===== src/rtl/mem_port_arbiter_pkg.sv =====
// mem_port_arbiter_pkg: shared widths, FSM encodings and requester IDs for the memory port arbiter
package mem_port_arbiter_pkg;
    localparam int VIRT_ADDR_WIDTH   = 32;
    localparam int ICACHE_LINE_WIDTH = 128;
    localparam int DEFAULT_TIMEOUT   = 64;
    localparam logic [1:0] S_IDLE    = 2'd0;
    localparam logic [1:0] S_ISSUE   = 2'd1;
    localparam logic [1:0] S_WAIT    = 2'd2;
    localparam logic [1:0] S_DELIVER = 2'd3;
    localparam logic OWNER_IC = 1'b0;
    localparam logic OWNER_DC = 1'b1;
endpackage


===== src/rtl/mem_port_arbiter_rr_arb2.sv =====
// rr_arb2: two-input round-robin picker with a registered last-grant pointer
module rr_arb2
    import mem_port_arbiter_pkg::*;
(
    input  logic clk,
    input  logic reset,
    input  logic req_ic,
    input  logic req_dc,
    input  logic update,
    input  logic upd_owner,
    output logic valid,
    output logic grant
);
    logic last;
    // last-grant pointer starts at dcache so the first tie goes to icache
    always_ff @(posedge clk or posedge reset) begin
        if (reset) last <= OWNER_DC;
        else if (update) last <= upd_owner;
    end
    // on a tie pick the requester not granted last, otherwise whoever asks
    always_comb begin
        valid = req_ic | req_dc;
        grant = (req_ic & req_dc) ? ~last : req_dc;
    end
endmodule


===== src/rtl/mem_port_arbiter.sv =====
// mem_port_arbiter: shares one line-wide memory port between icache fills and dcache fills/writebacks
module mem_port_arbiter
    import mem_port_arbiter_pkg::*;
#(
    parameter int ADDR_W  = VIRT_ADDR_WIDTH,
    parameter int LINE_W  = ICACHE_LINE_WIDTH,
    parameter int TIMEOUT = DEFAULT_TIMEOUT
) (
    input  logic              clk,
    input  logic              reset,
    input  logic              ic_req,
    input  logic [ADDR_W-1:0] ic_addr,
    output logic              ic_rdy,
    output logic [LINE_W-1:0] ic_line,
    input  logic              ic_filled_ack,
    input  logic              dc_req,
    input  logic              dc_we,
    input  logic [ADDR_W-1:0] dc_addr,
    input  logic [LINE_W-1:0] dc_wdata,
    output logic              dc_rdy,
    output logic [LINE_W-1:0] dc_line,
    input  logic              dc_filled_ack,
    output logic              mem_req,
    output logic              mem_we,
    output logic [ADDR_W-1:0] mem_addr,
    output logic [LINE_W-1:0] mem_wdata,
    input  logic [LINE_W-1:0] mem_rdata,
    input  logic              mem_data_rdy,
    output logic              owner,
    output logic              busy,
    output logic              timeout_err
);
    localparam int OFF_W = $clog2(LINE_W / 8);
    localparam int CNT_W = $clog2(TIMEOUT + 1);
    localparam logic [ADDR_W-1:0] ADDR_MASK = {ADDR_W{1'b1}} << OFF_W;
    logic [1:0]       state;
    logic [CNT_W-1:0] cnt;
    logic             arb_valid;
    logic             arb_grant;
    logic             done;
    rr_arb2 u_arb (
        .clk       (clk),
        .reset     (reset),
        .req_ic    (ic_req),
        .req_dc    (dc_req),
        .update    (done),
        .upd_owner (owner),
        .valid     (arb_valid),
        .grant     (arb_grant)
    );
    // strobes and handshake outputs decoded from the state and current owner
    always_comb begin
        done    = (state == S_DELIVER) && (owner ? dc_filled_ack : ic_filled_ack);
        mem_req = state == S_ISSUE;
        busy    = state != S_IDLE;
        ic_rdy  = (state == S_DELIVER) && (owner == OWNER_IC);
        dc_rdy  = (state == S_DELIVER) && (owner == OWNER_DC);
    end
    // request latching, watchdog reissue and line capture
    always_ff @(posedge clk or posedge reset) begin
        if (reset) begin
            state       <= S_IDLE;
            cnt         <= '0;
            owner       <= OWNER_IC;
            mem_we      <= 1'b0;
            mem_addr    <= '0;
            mem_wdata   <= '0;
            ic_line     <= '0;
            dc_line     <= '0;
            timeout_err <= 1'b0;
        end else begin
            case (state)
                S_IDLE: if (arb_valid) begin
                    owner     <= arb_grant;
                    mem_we    <= arb_grant & dc_we;
                    mem_addr  <= (arb_grant ? dc_addr : ic_addr) & ADDR_MASK;
                    mem_wdata <= arb_grant ? dc_wdata : '0;
                    state     <= S_ISSUE;
                end
                S_ISSUE: begin
                    cnt   <= '0;
                    state <= S_WAIT;
                end
                S_WAIT: if (mem_data_rdy) begin
                    cnt   <= '0;
                    state <= S_DELIVER;
                    if (!mem_we && owner == OWNER_DC) dc_line <= mem_rdata;
                    if (!mem_we && owner == OWNER_IC) ic_line <= mem_rdata;
                end else if (cnt == CNT_W'(TIMEOUT - 1)) begin
                    cnt         <= '0;
                    timeout_err <= 1'b1;
                    state       <= S_ISSUE;
                end else begin
                    cnt <= cnt + 1'b1;
                end
                default: if (done) state <= S_IDLE;
            endcase
        end
    end
endmodule

===== config.mk =====
export PLATFORM = sky130hd
export DESIGN_NAME = mem_port_arbiter
export DESIGN_NICKNAME = d
export VERILOG_FILES = /design/src/rtl/mem_port_arbiter_pkg.sv /design/src/rtl/mem_port_arbiter_rr_arb2.sv /design/src/rtl/mem_port_arbiter.sv
export SDC_FILE = /design/constraint.sdc
export NUM_CORES = 1
export LEC_CHECK = 0
export ABC_AREA = 0
export CAP_MARGIN = 0
export CORE_AREA = 4 4 292 294
export CTS_CLUSTER_SIZE = 10
export DETAILED_ROUTE_END_ITERATION = 10
export DIE_AREA = 0 0 296 298
export DONT_BUFFER_PORTS = 1
export PLACE_DENSITY = 0.36
export SLEW_MARGIN = 20
export SYNTH_ARGS = -nofsm -noshare
export SYNTH_HDL_FRONTEND = slang
export SYNTH_SLANG_ARGS = --single-unit

===== constraint.sdc =====
create_clock -name clk -period 14.77 [get_ports clk]
set_input_delay 2.2155 -clock clk [delete_from_list [all_inputs] [get_ports clk]]
set_output_delay 2.2155 -clock clk [all_outputs]
set_load 0.02 [all_outputs]

Word level (Yosys, flattened, before mapping):

Index checks and enable logic that the tools add are counted.

* register bits: 425
* output and inout bits: 423
* input port bits: 328

* reduce and logical (&&, ||, !) cells: 15
* $add $sub $neg: 1
* mux-type cells: 12
* bitwise logic cells: 6
* equality and inequality tests: 6

Operators with widths (count)
* 128-bit two-way mux: 1
* 32-bit two-way mux: 1
* 7-bit two-way mux: 2
* 7-bit case mux with 2 select lines: 1
* 3-bit AND reduction: 4
* 2-bit two-way mux: 4
* 7-bit by 1-bit adder with 7-bit output (second input constant): 1
* 7-bit by 6-bit equality test with 1-bit output (second input constant): 1
* 2-bit case mux with 3 select lines: 1
* 1-bit logical AND: 5
* 2-bit equality test (second input constant): 2
* 2-bit nonzero test: 2
* 4-bit nonzero test: 1
* 3-bit inequality test (second input constant): 1
* 1-bit NOT: 3
* 1-bit AND: 2
* 2-bit by 1-bit equality test with 1-bit output (second input constant): 1
* 2-bit zero test: 1
* 1-bit two-way mux: 2
* 2-bit inequality test (second input constant): 1
* 2-bit AND reduction: 1
* 1-bit zero test: 1
* 1-bit OR: 1

Depth between registers and ports, before layout:

* depth in word-level cells: 4
* depth in mapped cells: 8

Cells and area by module:

From an unflattened synthesis, not the netlist that was laid out.

* cell total of the unflattened synthesis: 1301
* area, all modules: 17189.0 sq um

By module, submodules not included
* mem_port_arbiter: times used 1, cells each 1296, seq. area each 10610.2 sq um, area each 17130.2 sq um
* rr_arb2: times used 1, cells each 5, seq. area each 26.3 sq um, area each 58.8 sq um

Least setup slack after synthesis:

No wires, ideal clock.

* path type: input-to-reg
* from: input mem_data_rdy
* to: register ic_line[100]
* stages: 5
* arrival time: 3135 ps
* slack: 11511 ps
* path through: nand2_1 nor3_2 buf_2 buf_4 mux2_2

* word-level cells in the longest chain between the ends: 1

Ends and longest elaborated chain
* start: declaration: line mem_port_arbiter.sv:28 `input logic mem_data_rdy,`
* 3-bit AND reduction (no source line)
* end signal: assignment: line mem_port_arbiter.sv:88 `if (!mem_we && owner == OWNER_IC) ic_line <= mem_rdata;`
* end: declaration: line mem_port_arbiter.sv:14 `output logic [LINE_W-1:0] ic_line,`

No other way between the ends.
A chain may end at the register's enable or synchronous reset.

Worst setup path after layout:

* from: input dc_req
* to: register mem_wdata[3]

* word-level cells in the longest chain between the ends: 3

Ends and longest elaborated chain
* start: declaration: line mem_port_arbiter.sv:16 `input logic dc_req,`
* 1-bit AND: line mem_port_arbiter_rr_arb2.sv:23 `grant = (req_ic & req_dc) ? ~last : req_dc;`
* 1-bit two-way mux: line mem_port_arbiter_rr_arb2.sv:23
* 128-bit two-way mux: line mem_port_arbiter.sv:77 `mem_wdata <= arb_grant ? dc_wdata : '0;`
* end signal: assignment: line mem_port_arbiter.sv:77
* end: declaration: line mem_port_arbiter.sv:26 `output logic [LINE_W-1:0] mem_wdata,`

Parallel ways exist; a longest one is shown, timed or not.

==> out/metrics.cfg <==
[sta]
post-route-period-util_pct=27.6
max-slew-margin-rel_pct=29.0
rsz0062_at_grt=false
hold_viol_final=0
fin_crit_ps=4070
finalClockSkew_ps=14.4
fin_tns_setup_ps=0
slew_viol_final=0
setup-violations-final=0
max_freq_mhz=246
worst_pin_slew_ps=1060
setup_ws_ps=10700
whs_ps=489

[power]
power_density_nw_per_um2=259
ir_drop_mv=0.107
p_leak_nw=8.13

[floorplan]
die_area_um2=88200
die_y_um=298
io_pins=751
rows=106
core-area_um2=82900
start_util_pct=19.4
die_w_um=296

[drt]
wl_mm=50.7
wl_per_cell_um=23.7
drt_first_iter_violations=326
detail_route.vias_per_cell=4.07
drc_errors=0
ant_nets=0
detailroute.via_count=8711
dr.pass1.iters=4

[clock_network]
cts_sinks=425
cts_resized=0
post-cts-setup-buffers=0
cts_root_buf=clkbuf_16
hold_buffers=0
cts_made_buffers=51
insertion_delay_ps=580
clk_pin_slew_ps=50
htreeDepth=2
cts_tree=yes
clock_path_buffers=3

[grt]
grt_overflow=0
grt_max_degree=106
grt_usage_pct=10.8
antenna_found_initial=3
grt_pass1_vias=9448
grt_pass1_wl_mm=70.6

[critical_path]
cp_common_cell=buf_4
cp.buffers_inverters=2
worstPathCellList=o21ai_4 -> buf_4 -> buf_4 -> a22o_1
cp.arrival_ps=4570
required_ps=15270
worstPathMaxFanout=98
worstSetupStartpointType=input pin
cpMaxStageDelayCell=buf_4
crit_path_end_kind=flip-flop
worst_path_largest_cell_delay_ps=850
path_class=input pin to flip-flop
critPathTopFamily=buffers and inverters

[placed_design]
portBuffers=0
dp_slack_ps=10070
gp_congestion=0.758
dp_hpwl_mm=37.7

[yosys]
synth_cell_types=41
ys.warnings.count=0
synth-seq-cells=425
synth_cells=1031
netlist_area_um2=16100
synth_ff_type=dfrtp_1
ys_seq_area_share_pct=66.1
synth_async_sr_flop_share_pct=100
syn_area_per_cell_um2=15.6
synth_edf_count=0

[finish]
drive_above_1_share_pct=31.9
nNetsFinal=1362
area_delta_synth_final_pct=15.5

[hold_path]
min_path_type=flip-flop to flip-flop

[outcome]
outcome=finished, final reports clean

[flow_run]
maxCapViolations=0

==> placed cells by master (no fill, tap or decap), types with 2 or more instances in the layout <==
cell and n:
dfrtp_1 424, mux2_2 256, a22o_1 129, clkbuf_16 52, nand2_1 36, o21ai_0 30, mux2i_1 28, clkbuf_1 20
buf_4 13, inv_1 6, nor2_1 5, a21oi_1 5, ha_1 5, diode_2 4, conb_1 4, nand3_1 3
and3_1 2, a21o_1 2, o31ai_1 2, nand2b_1 2, o22ai_1 2, inv_6 2, clkbuf_8 2
==> Yosys cell counts (2+ instances only) <==
cell type	number	share of area, %
nand2b_1	2	0.078
a21oi_1	5	0.16
and2_1	2	0.078
a22o_1	129	7.0
mux2i_1	28	1.7
buf_1	3	0.070
nor2_1	5	0.12
buf_6	13	0.91
clkbuf_1	17	0.40
mux2_2	256	18
nand2_1	37	0.86
dfrtp_1	424	66
ha_1	5	0.39
inv_1	7	0.16
o22ai_1	2	0.078
buf_2	6	0.19
a21o_1	2	0.093
and3_1	2	0.078
o31ai_1	2	0.093
buf_4	32	1.5
nand3_1	3	0.093
o21ai_0	30	0.93
==> flip-flops by register name, indices dropped and copies added, names as in the netlist <==
signal and cells:
dc_line 128, mem_wdata 128, owner 1, state 2, u_arb.last 1, cnt 7, ic_line 128, timeout_err 1
mem_addr 28, mem_we 1
==> logic make-up after synthesis <==
| group | count (synthesis) | synth area share [%] |
|---|---|---|
| xor+xnor | 2 | 0.109 |
| mux | 285 | 19.7 |
| other cells | 1 | 0.0233 |
| buf+inv | 78 | 3.22 |
| fa+ha+maj | 5 | 0.389 |
| flops | 425 | 66.1 |
| compound gates | 178 | 8.84 |
| simple gates | 57 | 1.58 |
==> cell type report <==
cell class                      count  area (µm²)
Clock buffer                       74        1400
Sequential cell                   425       10600
Inverter                            7        33.8
Multi-Input combinational cell    531        4980
Clock inverter                      5        68.8
Timing Repair Buffer               13        97.6
Fill cell                        8680       64300
Tap cell                         1080        1350
Antenna cell                        4        10.0
==> metrics by stage <==
step                std cells  util [%]  cell area, µm²  power (W)
floorplan                1034         -           16100    0.00336
global placement         2056      20.6           17100    0.00373
detailed placement       2056      20.6           17100    0.00374
CTS                      2135      22.4           18600    0.00491
global route             2138      22.4           18600    0.00508
finish                   2139      22.4           18600    0.00481
==> worst reg2reg max path, cell delays in order (launching register included) <==
cell,delay (ps)
dfrtp_1,420
inv_1,120
ha_1,280
nand2_1,210
nor3_4,640
buf_4,840
mux2_2,560
==> report_power, final <==
part,switching [W],internal (W)
Clock,0.000474,0.000667
Sequential,0.00115,0.00169
Combinational,0.000360,0.000474
Total,0.00198,0.00283
==> path summary, 6_finish.rpt <==
path	from	to	slack, ps	depth (start not counted)
min	cnt[6]$_DFFE_PP0P_	timeout_err$_DFFE_PP0P_	490	1
max reg2reg	state[0]$_DFFE_PP0P_	ic_line[38]$_DFFE_PP0P_	11590	6
max	dc_req	mem_wdata[3]$_DFFE_PP0P_	10700	4
min in group asynchronous	reset	ic_line[84]$_DFFE_PP0P_	1620	1
min reg2reg	cnt[6]$_DFFE_PP0P_	timeout_err$_DFFE_PP0P_	490	1
max in group asynchronous	reset	dc_line[8]$_DFFE_PP0P_	10960	3
==> metal layers <==
layer / share of wire, % / global-route usage, % / vias to the layer above
li1: - / - / 3707
met1: 30 / 9.83 / 4418
met2: 52 / 19.8 / 509
met3: 13 / 5.53 / 77
met4: 4.3 / 4.74 / 0
met5: 0 / 0 / -
Note: power is estimated with default switching activity, not from simulation.
